===== src/rtl/cp0_exception_controller_pkg.sv =====
// Shared CP0 constants: exception codes, register numbers, SR/Cause field positions.
package cp0_exception_controller_pkg;

    localparam logic [4:0] ExcCode_Int  = 5'd0;
    localparam logic [4:0] ExcCode_AdEL = 5'd4;
    localparam logic [4:0] ExcCode_AdES = 5'd5;
    localparam logic [4:0] ExcCode_RI   = 5'd10;
    localparam logic [4:0] ExcCode_Ov   = 5'd12;
    localparam logic [4:0] No_ExcCode   = 5'd31;

    localparam logic [4:0] CP0_SR    = 5'd12;
    localparam logic [4:0] CP0_CAUSE = 5'd13;
    localparam logic [4:0] CP0_EPC   = 5'd14;
    localparam logic [4:0] CP0_PRID  = 5'd15;

    localparam int SR_IE       = 0;
    localparam int SR_EXL      = 1;
    localparam int SR_IM_LO    = 10;
    localparam int SR_IM_HI    = 15;
    localparam int CAUSE_EX_LO = 2;
    localparam int CAUSE_EX_HI = 6;
    localparam int CAUSE_IP_LO = 10;
    localparam int CAUSE_IP_HI = 15;
    localparam int CAUSE_BD    = 31;

endpackage


===== src/rtl/cp0_exception_controller_if.sv =====
// Pipeline-to-CP0 bundle: M-stage exception info, mtc0/mfc0 access, flush request.
interface cp0_exception_controller_if;

    logic        en;
    logic [4:0]  CP0Add;
    logic [31:0] CP0In;
    logic [31:0] VPC;
    logic        BDIn;
    logic [4:0]  ExcCodeIn;
    logic [5:0]  HWInt;
    logic        EXLClr;
    logic [31:0] CP0Out;
    logic [31:0] EPCOut;
    logic        Req;
    logic [31:0] HandlerPC;

    modport master (
        output en, CP0Add, CP0In, VPC, BDIn, ExcCodeIn, HWInt, EXLClr,
        input  CP0Out, EPCOut, Req, HandlerPC
    );

    modport slave (
        input  en, CP0Add, CP0In, VPC, BDIn, ExcCodeIn, HWInt, EXLClr,
        output CP0Out, EPCOut, Req, HandlerPC
    );

endinterface


===== src/rtl/cp0_exception_controller_req_arbiter.sv =====
// Combinational exception/interrupt request and recorded-code selection.
module cp0_req_arbiter
    import cp0_exception_controller_pkg::*;
(
    input  logic       exl,
    input  logic       ie,
    input  logic [5:0] im,
    input  logic [5:0] hwint,
    input  logic [4:0] exc_code_in,
    output logic       int_req,
    output logic       exc_req,
    output logic       req,
    output logic [4:0] exc_code_sel
);

    // Interrupt has priority over a pipelined exception; nothing is taken inside the handler.
    always_comb begin
        int_req      = !exl && ie && |(hwint & im);
        exc_req      = !exl && (exc_code_in != No_ExcCode);
        req          = int_req || exc_req;
        exc_code_sel = int_req ? ExcCode_Int : exc_code_in;
    end

endmodule


===== src/rtl/cp0_exception_controller.sv =====
// CP0 register file (SR/Cause/EPC/PRID) and exception entry/return sequencing.
module cp0_exception_controller
    import cp0_exception_controller_pkg::*;
#(
    parameter logic [31:0] PRID       = 32'h0000_2024,
    parameter logic [31:0] HANDLER_PC = 32'h0000_4180
) (
    input  logic                           clk,
    input  logic                           reset_n,
    cp0_exception_controller_if.slave      bus
);

    logic [5:0]  sr_im;
    logic        sr_exl;   // NORMAL (0) / HANDLER (1) state
    logic        sr_ie;
    logic        cause_bd;
    logic [5:0]  cause_ip;
    logic [4:0]  cause_exc;
    logic [31:0] epc;

    logic        int_req, exc_req, arb_req;
    logic [4:0]  exc_code_sel;
    logic [31:0] sr_word, cause_word;

    cp0_req_arbiter u_arb (
        .exl          (sr_exl),
        .ie           (sr_ie),
        .im           (sr_im),
        .hwint        (bus.HWInt),
        .exc_code_in  (bus.ExcCodeIn),
        .int_req      (int_req),
        .exc_req      (exc_req),
        .req          (arb_req),
        .exc_code_sel (exc_code_sel)
    );

    // Request is suppressed while reset is held so a reset cycle never flushes.
    always_comb begin
        bus.Req       = arb_req && reset_n;
        bus.HandlerPC = HANDLER_PC;
        bus.EPCOut    = epc;
    end

    // Register views and mfc0 read mux (pre-edge state, no write bypass).
    always_comb begin
        sr_word    = {16'b0, sr_im, 8'b0, sr_exl, sr_ie};
        cause_word = {cause_bd, 15'b0, cause_ip, 3'b0, cause_exc, 2'b0};
        case (bus.CP0Add)
            CP0_SR:    bus.CP0Out = sr_word;
            CP0_CAUSE: bus.CP0Out = cause_word;
            CP0_EPC:   bus.CP0Out = epc;
            CP0_PRID:  bus.CP0Out = PRID;
            default:   bus.CP0Out = 32'b0;
        endcase
    end

    // Exception entry beats mtc0; eret clears EXL after any same-cycle SR write.
    always_ff @(posedge clk) begin
        if (!reset_n) begin
            sr_im     <= '0;
            sr_exl    <= 1'b0;
            sr_ie     <= 1'b0;
            cause_bd  <= 1'b0;
            cause_ip  <= '0;
            cause_exc <= '0;
            epc       <= '0;
        end else begin
            cause_ip <= bus.HWInt;
            if (arb_req) begin
                sr_exl    <= 1'b1;
                cause_exc <= exc_code_sel;
                cause_bd  <= bus.BDIn;
                epc       <= bus.BDIn ? bus.VPC - 32'd4 : bus.VPC;
            end else begin
                if (bus.en && bus.CP0Add == CP0_SR) begin
                    sr_im  <= bus.CP0In[SR_IM_HI:SR_IM_LO];
                    sr_exl <= bus.CP0In[SR_EXL];
                    sr_ie  <= bus.CP0In[SR_IE];
                end
                if (bus.en && bus.CP0Add == CP0_EPC)
                    epc <= bus.CP0In;
                if (bus.EXLClr)
                    sr_exl <= 1'b0;
            end
        end
    end

endmodule


===== src/flat_wrapper.sv =====
// flat-port wrapper written by rule: the top's interface ports become plain ports
module cp0_exception_controller_flat import cp0_exception_controller_pkg::*;
#(
    parameter logic [31:0] PRID       = 32'h0000_2024,
    parameter logic [31:0] HANDLER_PC = 32'h0000_4180
)
  (clk, reset_n, bus_en, bus_CP0Add, bus_CP0In, bus_VPC, bus_BDIn, bus_ExcCodeIn, bus_HWInt, bus_EXLClr, bus_CP0Out, bus_EPCOut, bus_Req, bus_HandlerPC);
  cp0_exception_controller_if bus_i ();
  input  logic clk;
  input  logic reset_n;
  input wire logic [$bits(bus_i.en)-1:0] bus_en;
  input wire logic [$bits(bus_i.CP0Add)-1:0] bus_CP0Add;
  input wire logic [$bits(bus_i.CP0In)-1:0] bus_CP0In;
  input wire logic [$bits(bus_i.VPC)-1:0] bus_VPC;
  input wire logic [$bits(bus_i.BDIn)-1:0] bus_BDIn;
  input wire logic [$bits(bus_i.ExcCodeIn)-1:0] bus_ExcCodeIn;
  input wire logic [$bits(bus_i.HWInt)-1:0] bus_HWInt;
  input wire logic [$bits(bus_i.EXLClr)-1:0] bus_EXLClr;
  output wire logic [$bits(bus_i.CP0Out)-1:0] bus_CP0Out;
  output wire logic [$bits(bus_i.EPCOut)-1:0] bus_EPCOut;
  output wire logic [$bits(bus_i.Req)-1:0] bus_Req;
  output wire logic [$bits(bus_i.HandlerPC)-1:0] bus_HandlerPC;
  assign bus_i.en = bus_en;
  assign bus_i.CP0Add = bus_CP0Add;
  assign bus_i.CP0In = bus_CP0In;
  assign bus_i.VPC = bus_VPC;
  assign bus_i.BDIn = bus_BDIn;
  assign bus_i.ExcCodeIn = bus_ExcCodeIn;
  assign bus_i.HWInt = bus_HWInt;
  assign bus_i.EXLClr = bus_EXLClr;
  assign bus_CP0Out = bus_i.CP0Out;
  assign bus_EPCOut = bus_i.EPCOut;
  assign bus_Req = bus_i.Req;
  assign bus_HandlerPC = bus_i.HandlerPC;
  cp0_exception_controller #(.PRID(PRID), .HANDLER_PC(HANDLER_PC)) u_core (.clk(clk), .reset_n(reset_n), .bus(bus_i));
endmodule

===== config.mk =====
export PLATFORM = sky130hd
export DESIGN_NAME = cp0_exception_controller_flat
export DESIGN_NICKNAME = d
export VERILOG_FILES = /design/src/rtl/cp0_exception_controller_pkg.sv /design/src/rtl/cp0_exception_controller_if.sv /design/src/rtl/cp0_exception_controller_req_arbiter.sv /design/src/rtl/cp0_exception_controller.sv /design/src/flat_wrapper.sv
export SDC_FILE = /design/constraint.sdc
export NUM_CORES = 1
export LEC_CHECK = 0
export CAP_MARGIN = 15
export CORE_UTILIZATION = 44
export DETAILED_ROUTE_END_ITERATION = 8
export HOLD_SLACK_MARGIN = 0.06
export PLACE_DENSITY = 0.85
export SYNTH_ARGS = -nofsm -noshare
export SYNTH_HDL_FRONTEND = slang
export SYNTH_SLANG_ARGS = --single-unit
export TNS_END_PERCENT = 30

===== constraint.sdc =====
create_clock -name clk -period 4.5 [get_ports clk]
set_input_delay 1.125 -clock clk [delete_from_list [all_inputs] [get_ports clk]]
set_output_delay 1.125 -clock clk [all_outputs]
set_load 0.005 [all_outputs]

# ---- Word level (Yosys, flattened, before mapping)
# Cells that the tools add are included.
dict set report totals {
  register_bits 52
  latch_bits 0
  ramBits 0
  romBits 0
  in_bits 85
  word_cells 35
  memories 0
}
dict set report op_classes {
  add_sub_neg 1
  n_mul 0
  div_mod_pow 0
  order_cmp 0
  eq_ne 5
  n_shift 0
  muxes 8
  n_bitwise 2
  reduce_logical 12
}
# op n
set op_table {}
lappend op_table {{$pmux 32 s4} 1}
lappend op_table {{$mux 32} 3}
lappend op_table {{$sub 32x3->32 const B} 1}
lappend op_table {{$eq 5x4->1 const B} 4}
lappend op_table {{$and 6x6->6} 1}
lappend op_table {{$logic_and 1x1->1} 6}
lappend op_table {{$reduce_or 6->1} 1}
lappend op_table {{$mux 5} 1}
lappend op_table {{$ne 5x5->1 const B} 1}
lappend op_table {{$mux 1} 3}
lappend op_table {{$reduce_bool 3->1} 1}
lappend op_table {{$reduce_and 2->1} 1}
lappend op_table {{$reduce_bool 2->1} 1}
lappend op_table {{$logic_not 1->1} 1}
lappend op_table {{$logic_or 1x1->1} 1}
lappend op_table {{$not 1->1} 1}

# ---- Longest topological paths before layout
dict set report logic_depth {
  ltp_word 6
  mapped_depth 8
  depth_no_buf 7
}

# ---- Hierarchy
# From an unflattened synthesis, not the netlist that was laid out.
dict set report unflattened {
  cells_unflattened 426
  area_unflattened_um2 3580.9
}
# mod n_inst cells_each area_each_um2 seq_area_each_um2
set modules_own_cells {}
lappend modules_own_cells {cp0_exception_controller 1 413 3468.3 1041.0}
lappend modules_own_cells {cp0_req_arbiter 1 13 112.6 0.0}

# ---- Least setup slack after synthesis
# OpenSTA, ideal clock, no wires.
dict set report synth_path {
  path_type {in2out}
  startpoint {input bus_HWInt[0]}
  endpoint {output bus_Req}
  arrival_time_ns 2.215
  required_ns 3.375
  setup_slack_ns 1.160
  stages 6
  cell_sequence {a22oi_1 > nand4_1 > a21oi_1 > buf_2 > clkbuf_1 > nor2_1}
}
dict set report synth_between {
  elab_chain_len 5
}
# item line_no
set synth_rtl {}
lappend synth_rtl {{start, declared} flat_wrapper.sv:17} ;# input wire logic [$bits(bus_i.HWInt)-1:0] bus_HWInt;
lappend synth_rtl {{$and 6x6->6} cp0_exception_controller_req_arbiter.sv:18} ;# int_req = !exl && ie && |(hwint & im);
lappend synth_rtl {{$reduce_or 6->1} cp0_exception_controller_req_arbiter.sv:18}
lappend synth_rtl {{$logic_and 1x1->1} cp0_exception_controller_req_arbiter.sv:18}
lappend synth_rtl {{$logic_or 1x1->1} cp0_exception_controller_req_arbiter.sv:20} ;# req = int_req || exc_req;
lappend synth_rtl {{$logic_and 1x1->1} cp0_exception_controller.sv:39} ;# bus.Req = arb_req && reset_n;
lappend synth_rtl {{end, declared} flat_wrapper.sv:21} ;# output wire logic [$bits(bus_i.Req)-1:0] bus_Req;
# No other way between the ends.

# ---- Worst setup path after layout
dict set report layout_path {
  startpoint {input bus_CP0Add[1]}
  endpoint {output bus_CP0Out[10]}
}
dict set report layout_between {
  elab_chain_len 2
}
# item line_no
set layout_rtl {}
lappend layout_rtl {{start, declared} flat_wrapper.sv:12} ;# input wire logic [$bits(bus_i.CP0Add)-1:0] bus_CP0Add;
lappend layout_rtl {{$eq 5x4->1} cp0_exception_controller.sv:48} ;# case (bus.CP0Add)
lappend layout_rtl {{$pmux 32 s4 *} cp0_exception_controller.sv:48}
lappend layout_rtl {{end, declared} flat_wrapper.sv:19} ;# output wire logic [$bits(bus_i.CP0Out)-1:0] bus_CP0Out;
# Every way passes the cells marked *; elsewhere a longest branch is shown, timed or not.

==> results_dict.tcl <==
set metrics [dict create \
    hold_viol_final 0 \
    synthMuxAreaShare_pct 4.48 \
    grt_usage_pct 25.4 \
    clock.fmax_mhz 247 \
    cts_setup_buffers 0 \
    max_cap_violations 0 \
    clock_sinks 52 \
    clock_latency_ns 0.31 \
    nNetsFinal 675 \
    synth_top_family_by_area "simple AND/OR/NAND/NOR gates" \
    grt_pass1_vias 3560 \
    cp.arrival_ns 2.92 \
    p_leak_nw 2.17 \
    cp_top_family "buffers and inverters" \
    rows 32 \
    slowest_delay_ns 0.57 \
    num_vias 3698 \
    synth_edf_count 0 \
    place.gp.congestion 0.889 \
    cts_resized 0 \
    drt_first_pass_iters 5 \
    grt_max_degree 76 \
    syn_inst 461 \
    crit_path_top_delay_cell "clkdlybuf4s50_1" \
    die_h_um 92.1 \
    numCtsBuffers 5 \
    final_cell_mix "148 x clkdlybuf4s50_1, 90 x nand2_1, 52 x dfxtp_1, 32 x nand3_1, 32 x conb_1" \
    clk_path_buf_depth 2 \
    synth_ff_type "dfxtp_1" \
    synth_top_cell_by_area "dfxtp_1" \
    finalSetupViolations 0 \
    wl_per_cell_um 15.6 \
    crit_buf_inv 3 \
    route.detailed.drc 0 \
    dp_hpwl_mm 8.33 \
    startpoint_type "input port" \
    netlist.area_leader.share_pct 29.1 \
    path_max_fanout 11 \
    ys_seq_area_share_pct 29.1 \
    fin_worst_skew_ns 0.0122 \
    drt_iter0_markers 245 \
    rsz0062_at_grt "no" \
    ant_nets 0 \
    io_pins 182 \
    syn_area_per_cell_um2 7.75 \
    grt-ovfl-total 0 \
    cellPowerDensity_nw_per_um2 232 \
    h-tree-depth 2 \
    synth-xor-area-share_pct 6.87 \
    ys_ff_latch 52 \
    cts_root_buf "clkbuf_8" \
    ys_types 44 \
    syn_to_final_growth_pct 42.7 \
    cts_tree "yes" \
    drt-vias-per-instance 5.34 \
    period_needed_ns 4.04 \
    antenna_found_initial 0 \
    slew_headroom_pct 52.1 \
    grt_pass1_wl_mm 17.2 \
    synthSimpleGateAreaFrac_pct 33.8 \
    async_flop_share_pct 0 \
    die_x_um 92.1 \
    cp.required_ns 3.38 \
    drt-total-wl_mm 10.8 \
    yosysWarnings 0 \
    diodes 0 \
    drive_gt1_share_pct 5.25 \
    core_area_um2 7810 \
    io_buffer_count 149 \
    path_clk_slew_ns 0.10 \
    dieArea_um2 8480 \
    endpoint_kind "primary output" \
    tns_ns 0 \
    cts_hold_buf 0 \
    status "complete, no violations" \
    crit_chain "clkdlybuf4s50_1 > buf_4 > mux2i_1 > nor2_1 > a21oi_1 > nor2_1 > clkdlybuf4s50_1" \
    ir_drop_uv 179 \
    final_common_cell "clkdlybuf4s50_1" \
    synth_compound_area_share_pct 14.0 \
    holdWs_ns 0.458 \
    start_util_pct 45.8 \
    critical_path_class "in2out" \
    yosys-top-cells-area "dfxtp_1 29%, nand2_1 9.5%, o211a_1 7.3%, buf_4 6.7%, xor2_1 5.4%" \
    synth.cell_area_um2 3570 \
    hp-class "reg2reg" \
    post_synth_fa_ha_maj_area_fraction_pct 0.350 \
    maxSlewViolCount 0 \
    fin_crit_sh_pct 89.8 \
    worstMarginPinSlew_ns 0.718 \
]
report_power, final:
part / internal [mW] / leakage (nW) / total, mW / switching (mW)
clock network: 0.165 / 0.0541 / 0.329 / 0.164
registers: 0.498 / 0.431 / 0.531 / 0.0324
logic: 0.183 / 1.68 / 0.325 / 0.142
total: 0.846 / 2.17 / 1.18 / 0.338
metrics by stage:
stage | cells | util [%] | instance area, um2 | total power [mW] | setup slack, ns
after global routing | 692 | 65.3 | 5100 | 1.24 | 0.243
final | 692 | 65.3 | 5100 | 1.18 | 0.459
after CTS | 692 | 65.3 | 5100 | 1.19 | 0.451
after detailed placement | 684 | 63.9 | 4990 | 0.864 | 0.459
after floorplan | 491 | - | 3680 | 0.691 | 1.16
after global placement | 684 | 63.9 | 4990 | 0.855 | 0.527
routing by layer:
| layer | global-route usage [%] | wire [um] | up-vias |
|---|---|---|---|
| met3 | 4.39 | 644 | 25 |
| met2 | 44.3 | 5310 | 175 |
| met4 | 10.0 | 325 | 0 |
| li1 | - | - | 1794 |
| met5 | 0 | 0 | - |
| met1 | 30.7 | 4490 | 1704 |
logic make-up after synthesis:
kind of cell,after synthesis
adders and majority gates,1
buffers and inverters,70
and+or+nand+nor,230
AOI/OAI and AO/OA,62
DFF,52
xor gates and xnor gates,28
other,2
muxes,16
cells in the mapped netlist, types with 2 or more instances:
cell,number
nand2_1,90
nor4_2,5
clkbuf_1,25
o21ai_0,3
and2_1,7
a21boi_0,3
and3_1,19
nand4_1,4
or3_1,5
nor4_1,4
xor2_1,22
a311oi_1,4
a21oi_1,13
conb_1,2
o21a_1,2
a211oi_1,2
buf_4,32
inv_1,3
nor3_1,15
and3b_1,2
nor2b_1,4
nand3_1,32
buf_2,7
a22oi_1,7
o211a_1,26
nor4_4,2
dfxtp_1,52
mux2i_1,16
xnor2_1,6
nand3b_1,6
nor2_1,28
flip-flops by register name, summed over array words and instances, names as in the netlist:
register,flops
u_core.cause_ip,6
u_core.cause_bd,1
u_core.sr_ie,1
u_core.sr_im,6
u_core.cause_exc,5
u_core.sr_exl,1
u_core.bus.EPCOut,32
worst min-delay path, stage by stage, from the launching register on:
cell and delay [ns]:
dfxtp_1 0.32, nand2_1 0.05, a21oi_1 0.05
cell type report:
type                    instances  area [um2]
fillers                       657        2710
multi-input cells             369        2260
repair buffers                157        1550
flip-flops and latches         52        1040
well taps                     102         128
clock buffers                   5        68.8
clock inverters                 3        42.5
inverters                       4        15.0
path summary, 6_finish.rpt:
path | start | endpoint | slack, ns | depth (start not counted)
worst max-delay path | bus_CP0Add[1] | bus_CP0Out[10] | 0.46 | 7
worst min-delay path | u_core.cause_exc[0]$_SDFFE_PN0N_ | u_core.cause_exc[0]$_SDFFE_PN0N_ | 0.46 | 2
worst max register to register | u_core.sr_im[1]$_SDFFE_PN0P_ | u_core.sr_im[1]$_SDFFE_PN0P_ | 2.12 | 6
worst min register to register | u_core.cause_exc[0]$_SDFFE_PN0N_ | u_core.cause_exc[0]$_SDFFE_PN0N_ | 0.46 | 2
No activity file was read; power rests on OpenSTA's default activity.
